## src/rtl/life_game_pkg.sv

```systemverilog
// ---------------------------------------------------------------------------
// life_game_pkg
// Shared definitions for the Game of Life control block:
//   - controller FSM state encoding
//   - button bit positions inside the 4-bit button bus
//   - speed field width and the frames-per-generation helper
// ---------------------------------------------------------------------------
package life_game_pkg;

    localparam int SPEED_WIDTH = 3;
    localparam int NUM_BUTTONS = 4;

    localparam int BTN_RUN   = 0;
    localparam int BTN_STEP  = 1;
    localparam int BTN_SPEED = 2;
    localparam int BTN_CLEAR = 3;

    typedef enum logic [1:0] {
        PAUSED        = 2'd0,
        RUNNING       = 2'd1,
        STEP_PENDING  = 2'd2,
        CLEAR_PENDING = 2'd3
    } ctrl_state_t;

    // Last frame-counter value of a generation period. The period is
    // 2^(7-level) frames, so the terminal count is that power of two minus 1
    // (127 at level 0, 0 at level 7).
    function automatic logic [7:0] period_last(input logic [SPEED_WIDTH-1:0] level);
        return (8'd1 << (3'd7 - level)) - 8'd1;
    endfunction

endpackage

```

## src/rtl/life_game_controller_if.sv

```systemverilog
// ---------------------------------------------------------------------------
// life_game_controller_if
// Bundles the controller's user/video inputs and map-datapath outputs.
//   button[3:0]   raw buttons (run, step, speed, clear)
//   frame_start   one-cycle pulse per video frame
//   gen_advance   one-cycle "compute next generation" command
//   gen_clear     one-cycle "empty the map" command
//   running       high while the simulation free-runs
//   speed_level   current speed, 0 slowest .. 7 fastest
//   generation    generations advanced since reset or last clear
// master: the controller side.  slave: the environment / datapath side.
// ---------------------------------------------------------------------------
interface life_game_controller_if;
    import life_game_pkg::*;

    logic [NUM_BUTTONS-1:0] button;
    logic                   frame_start;
    logic                   gen_advance;
    logic                   gen_clear;
    logic                   running;
    logic [SPEED_WIDTH-1:0] speed_level;
    logic [15:0]            generation;

    modport master (
        input  button,
        input  frame_start,
        output gen_advance,
        output gen_clear,
        output running,
        output speed_level,
        output generation
    );

    modport slave (
        output button,
        output frame_start,
        input  gen_advance,
        input  gen_clear,
        input  running,
        input  speed_level,
        input  generation
    );

endinterface

```

## src/rtl/button_debounce.sv

```systemverilog
// ---------------------------------------------------------------------------
// button_debounce
// One raw button -> 2-flop synchronizer -> debouncer -> rising-edge pulse.
//   clock   sole clock
//   reset   synchronous, active-high
//   button  raw asynchronous button level
//   press   one-cycle pulse when the debounced level goes 0 -> 1
// The debounced level only follows the synchronized input after it has
// differed for DEBOUNCE_CYCLES consecutive cycles; any agreement in between
// restarts the count.
// ---------------------------------------------------------------------------
module button_debounce #(
    parameter int DEBOUNCE_CYCLES = 500000
) (
    input  logic clock,
    input  logic reset,
    input  logic button,
    output logic press
);

    localparam int CNT_W = (DEBOUNCE_CYCLES > 1) ? $clog2(DEBOUNCE_CYCLES) : 1;
    localparam logic [CNT_W-1:0] CNT_LAST = CNT_W'(DEBOUNCE_CYCLES - 1);

    logic [1:0]       sync_reg;
    logic             stable_reg;
    logic [CNT_W-1:0] cnt_reg;
    logic             press_reg;

    always_ff @(posedge clock) begin
        if (reset) begin
            sync_reg   <= '0;
            stable_reg <= 1'b0;
            cnt_reg    <= '0;
            press_reg  <= 1'b0;
        end else begin
            sync_reg  <= {sync_reg[0], button};
            press_reg <= 1'b0;
            if (sync_reg[1] != stable_reg) begin
                if (cnt_reg == CNT_LAST) begin
                    // Nth consecutive differing cycle: accept the new level.
                    stable_reg <= sync_reg[1];
                    cnt_reg    <= '0;
                    press_reg  <= sync_reg[1];
                end else begin
                    cnt_reg <= cnt_reg + CNT_W'(1);
                end
            end else begin
                cnt_reg <= '0;
            end
        end
    end

    assign press = press_reg;

endmodule

```

## src/rtl/life_game_controller.sv

```systemverilog
// ---------------------------------------------------------------------------
// life_game_controller
// Run/pause/step/clear/speed control for a Game of Life map datapath.
//   clock  sole clock, all logic on its rising edge
//   reset  synchronous, active-high
//   ctrl   life_game_controller_if.master (buttons, frame_start in;
//          gen_advance, gen_clear, running, speed_level, generation out)
// Commands to the datapath are only ever issued the cycle after a
// frame_start sample, so the map is updated during vertical blank.
// ---------------------------------------------------------------------------
module life_game_controller
    import life_game_pkg::*;
#(
    parameter int DEBOUNCE_CYCLES = 500000,
    parameter int SPEED_DEFAULT   = 4
) (
    input logic                    clock,
    input logic                    reset,
    life_game_controller_if.master ctrl
);

    logic [NUM_BUTTONS-1:0] press_evt;

    generate
        for (genvar gi = 0; gi < NUM_BUTTONS; gi++) begin : g_btn
            button_debounce #(
                .DEBOUNCE_CYCLES(DEBOUNCE_CYCLES)
            ) u_debounce (
                .clock  (clock),
                .reset  (reset),
                .button (ctrl.button[gi]),
                .press  (press_evt[gi])
            );
        end
    endgenerate

    ctrl_state_t            state_reg;
    logic [7:0]             frame_cnt_reg;
    logic [SPEED_WIDTH-1:0] speed_reg;
    logic [15:0]            gen_reg;
    logic                   gen_advance_reg;
    logic                   gen_clear_reg;
    logic                   running_reg;

    logic gen_due;
    assign gen_due = ctrl.frame_start && (frame_cnt_reg == period_last(speed_reg));

    always_ff @(posedge clock) begin
        if (reset) begin
            state_reg       <= PAUSED;
            frame_cnt_reg   <= '0;
            speed_reg       <= SPEED_WIDTH'(SPEED_DEFAULT);
            gen_reg         <= '0;
            gen_advance_reg <= 1'b0;
            gen_clear_reg   <= 1'b0;
            running_reg     <= 1'b0;
        end else begin
            gen_advance_reg <= 1'b0;
            gen_clear_reg   <= 1'b0;

            if (press_evt[BTN_CLEAR]) begin
                // Clear outranks everything, including a due generation.
                state_reg   <= CLEAR_PENDING;
                running_reg <= 1'b0;
            end else begin
                case (state_reg)
                    PAUSED: begin
                        if (press_evt[BTN_RUN]) begin
                            state_reg     <= RUNNING;
                            running_reg   <= 1'b1;
                            frame_cnt_reg <= '0;
                        end else if (press_evt[BTN_STEP]) begin
                            state_reg <= STEP_PENDING;
                        end
                    end
                    RUNNING: begin
                        if (press_evt[BTN_RUN]) begin
                            state_reg     <= PAUSED;
                            running_reg   <= 1'b0;
                            frame_cnt_reg <= '0;
                        end else if (gen_due) begin
                            gen_advance_reg <= 1'b1;
                            gen_reg         <= gen_reg + 16'd1;
                            frame_cnt_reg   <= '0;
                        end else if (ctrl.frame_start) begin
                            frame_cnt_reg <= frame_cnt_reg + 8'd1;
                        end
                    end
                    STEP_PENDING: begin
                        if (ctrl.frame_start) begin
                            gen_advance_reg <= 1'b1;
                            gen_reg         <= gen_reg + 16'd1;
                            state_reg       <= PAUSED;
                            frame_cnt_reg   <= '0;
                        end
                    end
                    CLEAR_PENDING: begin
                        if (ctrl.frame_start) begin
                            gen_clear_reg <= 1'b1;
                            gen_reg       <= '0;
                            state_reg     <= PAUSED;
                            frame_cnt_reg <= '0;
                        end
                    end
                    default: begin
                        state_reg   <= PAUSED;
                        running_reg <= 1'b0;
                    end
                endcase
            end

            // Speed is independent of the other buttons; placed last so its
            // counter restart wins over any frame-counter update above.
            if (press_evt[BTN_SPEED]) begin
                speed_reg     <= speed_reg + SPEED_WIDTH'(1);
                frame_cnt_reg <= '0;
            end
        end
    end

    assign ctrl.gen_advance = gen_advance_reg;
    assign ctrl.gen_clear   = gen_clear_reg;
    assign ctrl.running     = running_reg;
    assign ctrl.speed_level = speed_reg;
    assign ctrl.generation  = gen_reg;

endmodule

```

## src/flat_wrapper.sv

```systemverilog
// flat-port wrapper written by rule: the top's interface ports become plain ports
module life_game_controller_flat import life_game_pkg::*;
#(
    parameter int DEBOUNCE_CYCLES = 500000,
    parameter int SPEED_DEFAULT   = 4
)
  (clock, reset, ctrl_button, ctrl_frame_start, ctrl_gen_advance, ctrl_gen_clear, ctrl_running, ctrl_speed_level, ctrl_generation);
  life_game_controller_if ctrl_i ();
  input logic clock;
  input logic reset;
  input wire logic [$bits(ctrl_i.button)-1:0] ctrl_button;
  input wire logic [$bits(ctrl_i.frame_start)-1:0] ctrl_frame_start;
  output wire logic [$bits(ctrl_i.gen_advance)-1:0] ctrl_gen_advance;
  output wire logic [$bits(ctrl_i.gen_clear)-1:0] ctrl_gen_clear;
  output wire logic [$bits(ctrl_i.running)-1:0] ctrl_running;
  output wire logic [$bits(ctrl_i.speed_level)-1:0] ctrl_speed_level;
  output wire logic [$bits(ctrl_i.generation)-1:0] ctrl_generation;
  assign ctrl_i.button = ctrl_button;
  assign ctrl_i.frame_start = ctrl_frame_start;
  assign ctrl_gen_advance = ctrl_i.gen_advance;
  assign ctrl_gen_clear = ctrl_i.gen_clear;
  assign ctrl_running = ctrl_i.running;
  assign ctrl_speed_level = ctrl_i.speed_level;
  assign ctrl_generation = ctrl_i.generation;
  life_game_controller #(.DEBOUNCE_CYCLES(DEBOUNCE_CYCLES), .SPEED_DEFAULT(SPEED_DEFAULT)) u_core (.clock(clock), .reset(reset), .ctrl(ctrl_i));
endmodule
```

## config.mk

```make
export PLATFORM = sky130hd
export DESIGN_NAME = life_game_controller_flat
export DESIGN_NICKNAME = d
export VERILOG_FILES = /design/src/rtl/life_game_pkg.sv /design/src/rtl/life_game_controller_if.sv /design/src/rtl/button_debounce.sv /design/src/rtl/life_game_controller.sv /design/src/flat_wrapper.sv
export SDC_FILE = /design/constraint.sdc
export NUM_CORES = 1
export LEC_CHECK = 0
export BUFFER_PORTS_ARGS = -buffer_cell sky130_fd_sc_hd__buf_2
export CORE_MARGIN = 2
export CORE_UTILIZATION = 45
export DETAILED_ROUTE_END_ITERATION = 8
export PLACE_DENSITY = 0.66
export SYNTH_ARGS = -nofsm -noshare
export SYNTH_HDL_FRONTEND = slang
export SYNTH_SLANG_ARGS = --single-unit
```

## constraint.sdc

```tcl
create_clock -name clock -period 4.5 [get_ports clock]
set_input_delay 0.9 -clock clock [delete_from_list [all_inputs] [get_ports clock]]
set_output_delay 0.9 -clock clock [all_outputs]
set_load 0.03 [all_outputs]
```

# Word level (Yosys, flattened, before mapping)
# Index checks and enable logic that the tools add are counted.
# W data, S select, Z words.
word_totals:
  reg_bits: 124
  inputBits: 7
  output_inout_bits: 22
  wordCells: 114
classes:
  add_sub_neg: 9
  eq_ne: 23
  n_shift: 1
  n_mux: 24
  n_bitwise: 10
  reduce_logical: 24
ops:
  columns: ["op", "n"]
  rows:
  - ["$add A19 B1 Y19 const B", 4]
  - ["$eq A19 B19 Y1 const B", 4]
  - ["$mux W16", 4]
  - ["$pmux W16 S3", 1]
  - ["$mux W8", 5]
  - ["$reduce_or A3 Y1", 9]
  - ["$pmux W8 S3", 1]
  - ["$add A16 B1 Y16 const B", 1]
  - ["$mux W2", 5]
  - ["$ne A2 B2 Y1 const B", 5]
  - ["$not A1 Y1", 10]
  - ["$add A8 B1 Y8 const B", 1]
  - ["$eq A8 B8 Y1", 1]
  - ["$reduce_and A2 Y1", 4]
  - ["$shl A1 B3 Y8 const A", 1]
  - ["$sub A8 B1 Y8 const B", 1]
  - ["$pmux W2 S3", 1]
  - ["$reduce_and A3 Y1", 2]
  - ["$reduce_and A6 Y1", 1]
  - ["$reduce_or A2 Y1", 3]
  - ["$mux W1", 5]
  - ["$eq A2 B2 Y1 const B", 2]
  - ["$ne A1 B1 Y1", 4]
  - ["$ne A2 B1 Y1 const B", 2]
  - ["other kinds (13)", 14]

# Logic depth before layout (Yosys ltp)
# Gate-level depths: netlist of the first run.
logic_depth:
  word_depth: 8
  depth_mapped: 12
  mapped_depth_nobuf: 11

# Cells and area by module
# From an unflattened synthesis of the first run, not the netlist that was laid out.
unflattened:
  cells_unflattened: 749
  hier_area_um2: 6374.9
by_module_without_submodules:
  columns: ["mod", "instances", "cells_each", "area_each_um2", "seq_area_each_um2"]
  rows:
  - ["button_debounce", 4, 117, 1057.3, 460.4]
  - ["life_game_controller", 1, 281, 2145.8, 640.6]

# Worst setup path after synthesis of the first run
# No wires, ideal clock.
synth_path:
  path_kind: "reg2reg"
  from: "register u_core.speed_reg[0], in the netlist u_core.ctrl.speed_level[0]"
  to: "register u_core.frame_cnt_reg[5]"
  setup_time_ps: 114
  t_arrival_ps: 2892
  required_ps: 4386
  path_slack_ps: 1494
  stages_incl_launch_ff: 12
  path_buffers: 0
  period_less_slack_ps: 3006
  cell_sequence: "dfxtp_1 ha_1 ha_1 inv_1 ha_1 xnor2_1 xnor2_1 nand4_1 or3_1 or3_1 a31o_1 a21o_1"
synth_between:
  elab_chain_cells: 8
  word_cells_on_any_way: 10
  cone_classes: "2 x add/sub; 2 x eq/ne; 1 x shift; 3 x mux; 2 x reduce/logical"
synth_lines:
  columns: ["item", "line_no", "text"]
  rows:
  - ["from (decl)", "life_game_controller.sv:39", "logic [SPEED_WIDTH-1:0] speed_reg;"]
  - ["from (signal assigned)", "life_game_controller.sv:52", "speed_reg <= SPEED_WIDTH'(SPEED_DEFAULT);"]
  - ["from (signal assigned)", "life_game_controller.sv:115", "speed_reg <= speed_reg + SPEED_WIDTH'(1);"]
  - ["$sub A3 B3 Y3 *", "life_game_pkg.sv:29", "return (8'd1 << (3'd7 - level)) - 8'd1;"]
  - ["$shl A1 B3 Y8 *", "life_game_pkg.sv:29", null]
  - ["$sub A8 B1 Y8 *", "life_game_pkg.sv:29", null]
  - ["$eq A8 B8 Y1 *", "life_game_controller.sv:46", "assign gen_due = ctrl.frame_start && (frame_cnt_reg == period_last(speed_reg));"]
  - ["$logic_and A1 B1 Y1 *", "life_game_controller.sv:46", null]
  - ["$mux W8", "life_game_controller.sv:81", "end else if (gen_due) begin"]
  - ["$mux W8", "life_game_controller.sv:77", "if (press_evt[BTN_RUN]) begin"]
  - ["$pmux W8 S3", "life_game_controller.sv:66", "case (state_reg)"]
  - ["to (signal assigned)", "life_game_controller.sv:86", "frame_cnt_reg <= frame_cnt_reg + 8'd1;"]
  - ["to (decl)", "life_game_controller.sv:38", "logic [7:0] frame_cnt_reg;"]
# Every way passes the cells marked *; elsewhere a longest branch is shown, timed or not.
# A chain may end at the register's enable or synchronous reset.

# Worst setup path after layout of the first run
layout_path:
  from: "register u_core.speed_reg[2], in the netlist u_core.ctrl.speed_level[2]"
  to: "register u_core.gen_reg[3], in the netlist u_core.ctrl.generation[3]"
layout_between:
  elab_chain_cells: 7
layout_lines:
  columns: ["item", "line_no", "text"]
  rows:
  - ["$sub A3 B3 Y3", "life_game_pkg.sv:29", null]
  - ["$shl A1 B3 Y8", "life_game_pkg.sv:29", null]
  - ["$sub A8 B1 Y8", "life_game_pkg.sv:29", null]
  - ["$eq A8 B8 Y1", "life_game_controller.sv:46", null]
  - ["$logic_and A1 B1 Y1", "life_game_controller.sv:46", null]
  - ["$ne A2 B1 Y1 (no line)", null, null]
  - ["$reduce_and A6 Y1 (no line)", null, null]
  - ["to (signal assigned)", "life_game_controller.sv:83", "gen_reg <= gen_reg + 16'd1;"]
  - ["to (signal assigned)", "life_game_controller.sv:92", "gen_reg <= gen_reg + 16'd1;"]
  - ["to (decl)", "life_game_controller.sv:40", "logic [15:0] gen_reg;"]
# No other way between the ends.

==> flow_metrics.env, run 1 <==
export IMPL_status="complete, no violations"
export IMPL_power_density_mw_per_mm2=370
export IMPL_synth_edf_count=0
export IMPL_grt_total_usage=0.164
export IMPL_core_area_mm2=0.0126
export IMPL_cts_setup_buffers=0
export IMPL_synth_warnings=0
export IMPL_path_clk_slew_ns=0.05
export IMPL_min_path_type="flip-flop to flip-flop"
export IMPL_fill_cells=1171
export IMPL_cts_sinks=124
export IMPL_pre_cts_slack_ns=1.33
export IMPL_initial_core_util=0.462
export IMPL_syn_nets=699
export IMPL_p_comb_frac=0.025
export IMPL_port_buffers=28
export IMPL_routed_wl_um=10800
export IMPL_leakagePower_nw=2.41
export IMPL_path_delay_family="compound AO/OA/AOI/OAI gates"
export IMPL_critPathSlowestCell="a311oi_2"
export IMPL_ys_ff_latch=124
export IMPL_grt_pass1_vias=4351
export IMPL_fin_setup_tns_ns=0
export IMPL_worst_pin_slew_ns=1.03
export IMPL_gp_congestion=0.850
export IMPL_p_total_mw=2.45
export IMPL_synth_flop_cell="dfxtp_1"
export IMPL_antenna_cells=0
export IMPL_synthArstFlopShare=0
export IMPL_cts_hold_buf=0
export IMPL_drive_gt1_frac=0.0956
export IMPL_power_frac_seq=0.454
export IMPL_grt_max_degree=37
export IMPL_grt_pass1_wl_um=18800
export IMPL_timing_hold_violations_final=0
export IMPL_route_vias_total=4558
export IMPL_initialDrtViolationCount=137
export IMPL_fp_dieArea_mm2=0.0139
export IMPL_yosysUniqueCellTypes=57
export IMPL_syn_avg_cell_area_um2=8.63
export IMPL_ioPinCount=29
export IMPL_sw_frac_of_total=0.203
export IMPL_dr_pass1_iters=4
export IMPL_cts_tree="done"
export IMPL_nNetsFinal=725
export IMPL_largest_reg_flops=76
export IMPL_worstPathCellList="inv_1 -> ha_1 -> and2b_2 -> nor3_1 -> o32ai_1 -> xnor2_1 -> a311oi_2 -> o21ai_0 -> o31ai_1"
export IMPL_fin_crit_sh=0.705
export IMPL_critical_path_max_stage_delay_ns=0.87
export IMPL_p_clk_frac=0.521
export IMPL_p_int_mw=1.95
export IMPL_crit_path_max_fanout=16
export IMPL_cp_start_kind="flip-flop"
export IMPL_layout_setup_ws_ns=1.33
export IMPL_yosysSeqAreaShare=0.426
export IMPL_ir_drop_mv=0.257
export IMPL_vias_per_cell=5.16
export IMPL_ant_nets=0
export IMPL_antenna_found_initial=0
export IMPL_fmax_mhz=315
export IMPL_chipWidth_um=118
export IMPL_syn_instance_count=675
export IMPL_finalSetupViolCount=0
export IMPL_worstSetupPathType="flip-flop to flip-flop"
export IMPL_routedWlPerCell_um=12.2
export IMPL_die_h_um=118
export IMPL_ctsLongestPathBuffers=2
export IMPL_maxCapViolations=0
export IMPL_cp_num_buf_inv=1
export IMPL_cts_htree_levels=4
export IMPL_cts_made_buffers=17
export IMPL_crit_arrival_ns=3.49
export IMPL_grt_overflow_total=0
export IMPL_area_growth_pct=13.5
export IMPL_std_cell_rows=41
export IMPL_period_minus_slack_ns=3.17
export IMPL_drc=0
export IMPL_netlist_area_mm2=0.00583
export IMPL_clock_skew_ns=0.00917
export IMPL_clk_latency_ns=0.41
export IMPL_p_sw_mw=0.497
export IMPL_post_cts_resized=0
export IMPL_required_ns=4.82
export IMPL_dp_final_hpwl_um=7520
export IMPL_relSlewSlack=0.313
export IMPL_cts_root_buffer="clkbuf_16"
export IMPL_maxSlewViolCount=0
export IMPL_critPathCaptureType="flip-flop"
export IMPL_rsz0062_at_grt="false"
[final cells by class]
type / count / area, um2 / share of cell area
inverter: 24 / 90.1 / 0.0136
clock inverter: 9 / 97.6 / 0.0148
multi-input combinational: 506 / 3130 / 0.474
tap: 172 / 215 / 0.0325
sequential: 124 / 2480 / 0.375
timing repair buffer: 28 / 140 / 0.0212
clock buffer: 20 / 457 / 0.0690
[per-layer routing]
| layer | track usage | vias up | share of wire |
|---|---|---|---|
| li1 | - | 2369 | - |
| met1 | 0.193 | 2111 | 0.47 |
| met2 | 0.275 | 60 | 0.48 |
| met3 | 0.0441 | 18 | 0.029 |
| met4 | 0.0813 | 0 | 0.021 |
| met5 | 0 | - | 0 |
[Yosys cell counts, types with 2 or more instances]
library cell | instances | area (um2)
nor2_1 | 129 | 484
dfxtp_1 | 124 | 2480
xor2_1 | 48 | 420
nand2_1 | 45 | 169
nand3_1 | 45 | 225
xnor2_1 | 37 | 324
inv_1 | 24 | 90.1
o21ai_0 | 21 | 105
and3_1 | 20 | 125
ha_1 | 17 | 213
nor3_1 | 16 | 80.1
o31ai_1 | 16 | 120
nand4_1 | 14 | 87.6
clkbuf_1 | 11 | 41.3
a21o_1 | 9 | 67.6
nor2b_1 | 9 | 56.3
a21oi_1 | 8 | 40.0
or3_1 | 8 | 50.1
and4_1 | 5 | 43.8
mux2i_1 | 5 | 50.1
nand2b_1 | 5 | 31.3
buf_1 | 4 | 15.0
nor4b_1 | 4 | 35.0
a211o_1 | 3 | 26.3
and2b_2 | 3 | 26.3
clkbuf_8 | 3 | 41.3
nor4_1 | 3 | 18.8
a2111oi_0 | 2 | 17.5
a311oi_2 | 2 | 30.0
a31oi_1 | 2 | 12.5
a32oi_1 | 2 | 17.5
and2_1 | 2 | 12.5
nand4b_1 | 2 | 17.5
nor3b_1 | 2 | 15.0
o41ai_1 | 2 | 17.5
or4_1 | 2 | 15.0
[power groups by stage]
stage / Sequential [mW] / Combinational (mW) / Clock, mW
after CTS: 1.11 / 0.0613 / 1.31
after global routing: 1.11 / 0.0685 / 1.36
final: 1.11 / 0.0607 / 1.28
after detailed placement: 1.13 / 0.0610 / 0
after global placement: 1.13 / 0.0593 / 0
after floorplan: 1.14 / 0.0456 / 0
[worst reg2reg max path, stage by stage (launching register included)]
cell and delay (ns):
dfxtp_1 0.61, inv_1 0.09, ha_1 0.22, and2b_2 0.25
nor3_1 0.06, o32ai_1 0.46, xnor2_1 0.19, a311oi_2 0.87
o21ai_0 0.23, o31ai_1 0.10
[cell usage in the layout (no fill, tap or decap), types with 14 or more instances in the layout]
master	n
nor2_1	129
dfxtp_1	124
xor2_1	48
nand2_1	45
nand3_1	45
xnor2_1	37
buf_2	28
inv_1	24
o21ai_0	21
and3_1	20
ha_1	17
clkbuf_16	17
nor3_1	16
o31ai_1	16
nand4_1	14
[cells by family (layout without fill, tap and decap cells)]
logic type / count (synthesis) / count (layout) / share of synthesized area
multiplexers: 6 / 6 / 0.0112
adder cells (fa/ha/maj): 17 / 17 / 0.0365
AO/OA/AOI/OAI: 78 / 78 / 0.0943
XOR/XNOR: 86 / 86 / 0.132
AND/OR/NAND/NOR: 319 / 319 / 0.264
flip-flops: 124 / 124 / 0.426
buffers and inverters: 45 / 81 / 0.0363
[metrics by stage]
stage               utilization  hold slack (ns)  cell area (um2)  cells
global route              0.524            0.458             6620    883
global placement          0.480            0.424             6060    854
floorplan                     -            0.414             5830    675
detailed placement        0.480            0.427             6060    854
CTS                       0.524            0.441             6620    883
finish                    0.524            0.436             6620    883
[worst paths after layout]
| kind | slack (ns) | startpoint | end | cells after the start |
|---|---|---|---|---|
| min | 0.44 | u_core.g_btn[2].u_debounce.sync_reg[0]$_SDFF_PP0_ | u_core.g_btn[2].u_debounce.sync_reg[1]$_SDFF_PP0_ | 1 |
| max | 1.33 | u_core.ctrl.speed_level[2]$_SDFFE_PP1P_ | u_core.ctrl.generation[3]$_SDFFE_PP0P_ | 9 |
| min reg2reg | 0.44 | u_core.g_btn[2].u_debounce.sync_reg[0]$_SDFF_PP0_ | u_core.g_btn[2].u_debounce.sync_reg[1]$_SDFF_PP0_ | 1 |
| max reg2reg | 1.33 | u_core.ctrl.speed_level[2]$_SDFFE_PP1P_ | u_core.ctrl.generation[3]$_SDFFE_PP0P_ | 9 |
Note: power is estimated with default switching activity, not from simulation.
==> run 2: changes to the inputs <==
- ABC_AREA: default -> 1
- PLACE_DENSITY: 0.66 -> 0.68
- clock period: 4.5 -> 2.8 ns (I/O delays scaled with it)
==> run 2 against run 1 <==
  * Cell count rose by 28%
  * Worst setup slack lost 1.1 ns
  * Synthesized cell count rose by 33%
  * Sequential power grew 86%
  * Global-route usage rose by 1.4 points
  * Clock power increased by 72%
  * Hold slack got worse by 0.080 ns
  * Die area up 8.2%
  * First-iteration DRC count increased by 130%
  * Largest power group unchanged
==> flow_metrics.env, run 2 <==
export IMPL_vias_per_cell=4.87
export IMPL_antenna_cells=0
export IMPL_synth_edf_count=0
export IMPL_final_cells=1129
export IMPL_fmax_mhz=394
export IMPL_route_vias_total=5498
export IMPL_initial_core_util=0.457
export IMPL_path_clk_slew_ns=0.05
export IMPL_layout_setup_ws_ns=0.265
export IMPL_rsz0062_at_grt="false"
export IMPL_crit_arrival_ns=2.84
export IMPL_fin_setup_tns_ns=0
export IMPL_period_minus_slack_ns=2.54
export IMPL_fin_crit_sh=0.905
export IMPL_whs_ns=0.356
export IMPL_mostFrequentLayoutCells="nand2_1 (170), inv_1 (129), dfxtp_1 (124)"
export IMPL_critPathSlowestCell="dfxtp_1"
export IMPL_port_buffers=28
export IMPL_grt_overflow_total=0
export IMPL_routed_wl_um=12300
export IMPL_clock_skew_ns=0.00682
export IMPL_routedWlPerCell_um=10.9
export IMPL_syn_instance_count=899
export IMPL_yosysMostFrequentCell="nand2_1"
export IMPL_cts_tree="done"
export IMPL_drc=0
export IMPL_nNetsFinal=960
export IMPL_netlist_area_mm2=0.00632
export IMPL_power_density_mw_per_mm2=735
export IMPL_worst_pin_slew_ns=0.542
export IMPL_area_growth_pct=14.6
export IMPL_die_h_um=123
export IMPL_grt_pass1_wl_um=21700
export IMPL_clk_latency_ns=0.41
export IMPL_grt_pass1_vias=5081
export IMPL_ant_nets=0
export IMPL_gp_congestion=0.846
export IMPL_cts_sinks=124
export IMPL_synth_common_cells="nand2_1 (170), inv_1 (129), dfxtp_1 (124)"
export IMPL_synth_warnings=0
export IMPL_antenna_found_initial=0
export IMPL_status="complete, no violations"
export IMPL_crit_path_max_fanout=32
export IMPL_relSlewSlack=0.638
export IMPL_finalSetupViolCount=0
export IMPL_maxCapViolations=0
export IMPL_drive_gt1_frac=0.104
export IMPL_post_cts_resized=0
export IMPL_cts_made_buffers=17
export IMPL_synthTopCellsByArea="dfxtp_1 (39%), nand2_1 (10%), inv_1 (7.7%)"
export IMPL_std_cell_rows=43
export IMPL_syn_avg_cell_area_um2=7.03
export IMPL_worstSetupPathType="flip-flop to flip-flop"
export IMPL_ys_ff_latch=124
export IMPL_fp_dieArea_mm2=0.0150
export IMPL_worstPathCellList="ha_1 -> ha_1 -> inv_1 -> ha_1 -> a21oi_1 -> nand3_1 -> nor2_1 -> nand2_1 -> nor2_2 -> nand3_4 -> nand2_4 -> nand3_1 -> nand2_1 -> nor2_1"
export IMPL_ioPinCount=29
export IMPL_grt_total_usage=0.178
export IMPL_maxSlewViolCount=0
export IMPL_critPathCaptureType="flip-flop"
export IMPL_place_inst=1097
export IMPL_synth_top_cell_area_share=0.393
export IMPL_synthArstFlopShare=0
export IMPL_initialDrtViolationCount=314
export IMPL_dr_pass1_iters=4
export IMPL_syn_nets=923
export IMPL_cts_hold_buf=0
export IMPL_cts_setup_buffers=0
export IMPL_yosysSeqAreaShare=0.393
export IMPL_cp_start_kind="flip-flop"
export IMPL_synth_flop_cell="dfxtp_1"
export IMPL_timing_hold_violations_final=0
export IMPL_critical_path_max_stage_delay_ns=0.38
export IMPL_layout_commonest_cell="nand2_1"
export IMPL_chipWidth_um=123
export IMPL_ctsLongestPathBuffers=2
export IMPL_ir_drop_mv=0.554
export IMPL_required_ns=3.10
export IMPL_cts_root_buffer="clkbuf_16"
export IMPL_leakagePower_nw=2.90
export IMPL_grt_max_degree=33
export IMPL_pre_cts_slack_ns=0.336
export IMPL_p_total_mw=5.32
export IMPL_cp_common_cell="ha_1"
export IMPL_yosysUniqueCellTypes=39
export IMPL_largest_reg_flops=76
export IMPL_dp_final_hpwl_um=8690
export IMPL_min_path_type="input pin to flip-flop"
export IMPL_core_area_mm2=0.0138
export IMPL_yosysTopAreaCell="dfxtp_1"
export IMPL_cts_htree_levels=4
run 2: cell count changes after synthesis, moves of 16 or more:
cell and change:
nand2_1 +125, inv_1 +105, a21oi_1 +56, nand3_1 +32, xnor2_1 -28, xor2_1 -25
and3_1 -20, nand4_1 +16, o31ai_1 -16
run 2: final cells by class:
type	count	area, um2
well taps	180	225
inverters	133	504
flip-flops and latches	124	2480
repair buffers	34	185
fillers	1369	6580
clock buffers	21	460
clock inverters	11	141
multi-input cells	626	3250
run 2: critical path: cells and delay by family (launching register included):
| kind | cells | cell delay [ns] |
|---|---|---|
| adder cells (fa/ha/maj) | 3 | 0.72 |
| AND/OR/NAND/NOR | 9 | 1.08 |
| AO/OA/AOI/OAI | 1 | 0.15 |
| buffers and inverters | 1 | 0.08 |
| flip-flops | 1 | 0.38 |
run 2: worst paths after layout:
check                                               startpoint                                                 to  slack [ns]  depth (start not counted)
max                    u_core.ctrl.speed_level[0]$_SDFFE_PP0P_            u_core.ctrl.generation[13]$_SDFFE_PP0P_        0.26                         14
min                                             ctrl_button[1]  u_core.g_btn[1].u_debounce.sync_reg[0]$_SDFF_PP0_        0.36                          3
max reg2reg            u_core.ctrl.speed_level[0]$_SDFFE_PP0P_            u_core.ctrl.generation[13]$_SDFFE_PP0P_        0.26                         14
min reg2reg  u_core.g_btn[1].u_debounce.sync_reg[0]$_SDFF_PP0_  u_core.g_btn[1].u_debounce.sync_reg[1]$_SDFF_PP0_        0.40                          2
run 2: per-stage QoR:
step	util	cell area, um2
floorplan	-	6320
global placement	0.481	6640
detailed placement	0.481	6640
CTS	0.524	7250
global route	0.524	7250
finish	0.524	7250
run 2: layer usage:
layer / share of wire / global-route usage / up-vias
met5: 0 / 0 / -
met4: 0.013 / 0.0625 / 0
met3: 0.030 / 0.0483 / 14
met2: 0.46 / 0.299 / 67
met1: 0.49 / 0.219 / 2436
li1: - / - / 2981
run 2: where the power goes:
group	leakage, nW	switching [mW]	internal (mW)
logic	1.60	0.685	0.370
registers	1.00	0.174	1.90
clock network	0.289	0.757	1.44
total	2.90	1.62	3.71
run 2: kinds of logic (layout without fill, tap and decap cells):
logic type	Yosys count	count (layout)	synth area share
AOI/OAI and AO/OA	104	104	0.0888
DFF	124	124	0.393
adders and majority gates	17	17	0.0336
and+or+nand+nor	471	471	0.341
xor gates and xnor gates	34	34	0.0495
buffers and inverters	149	199	0.0950
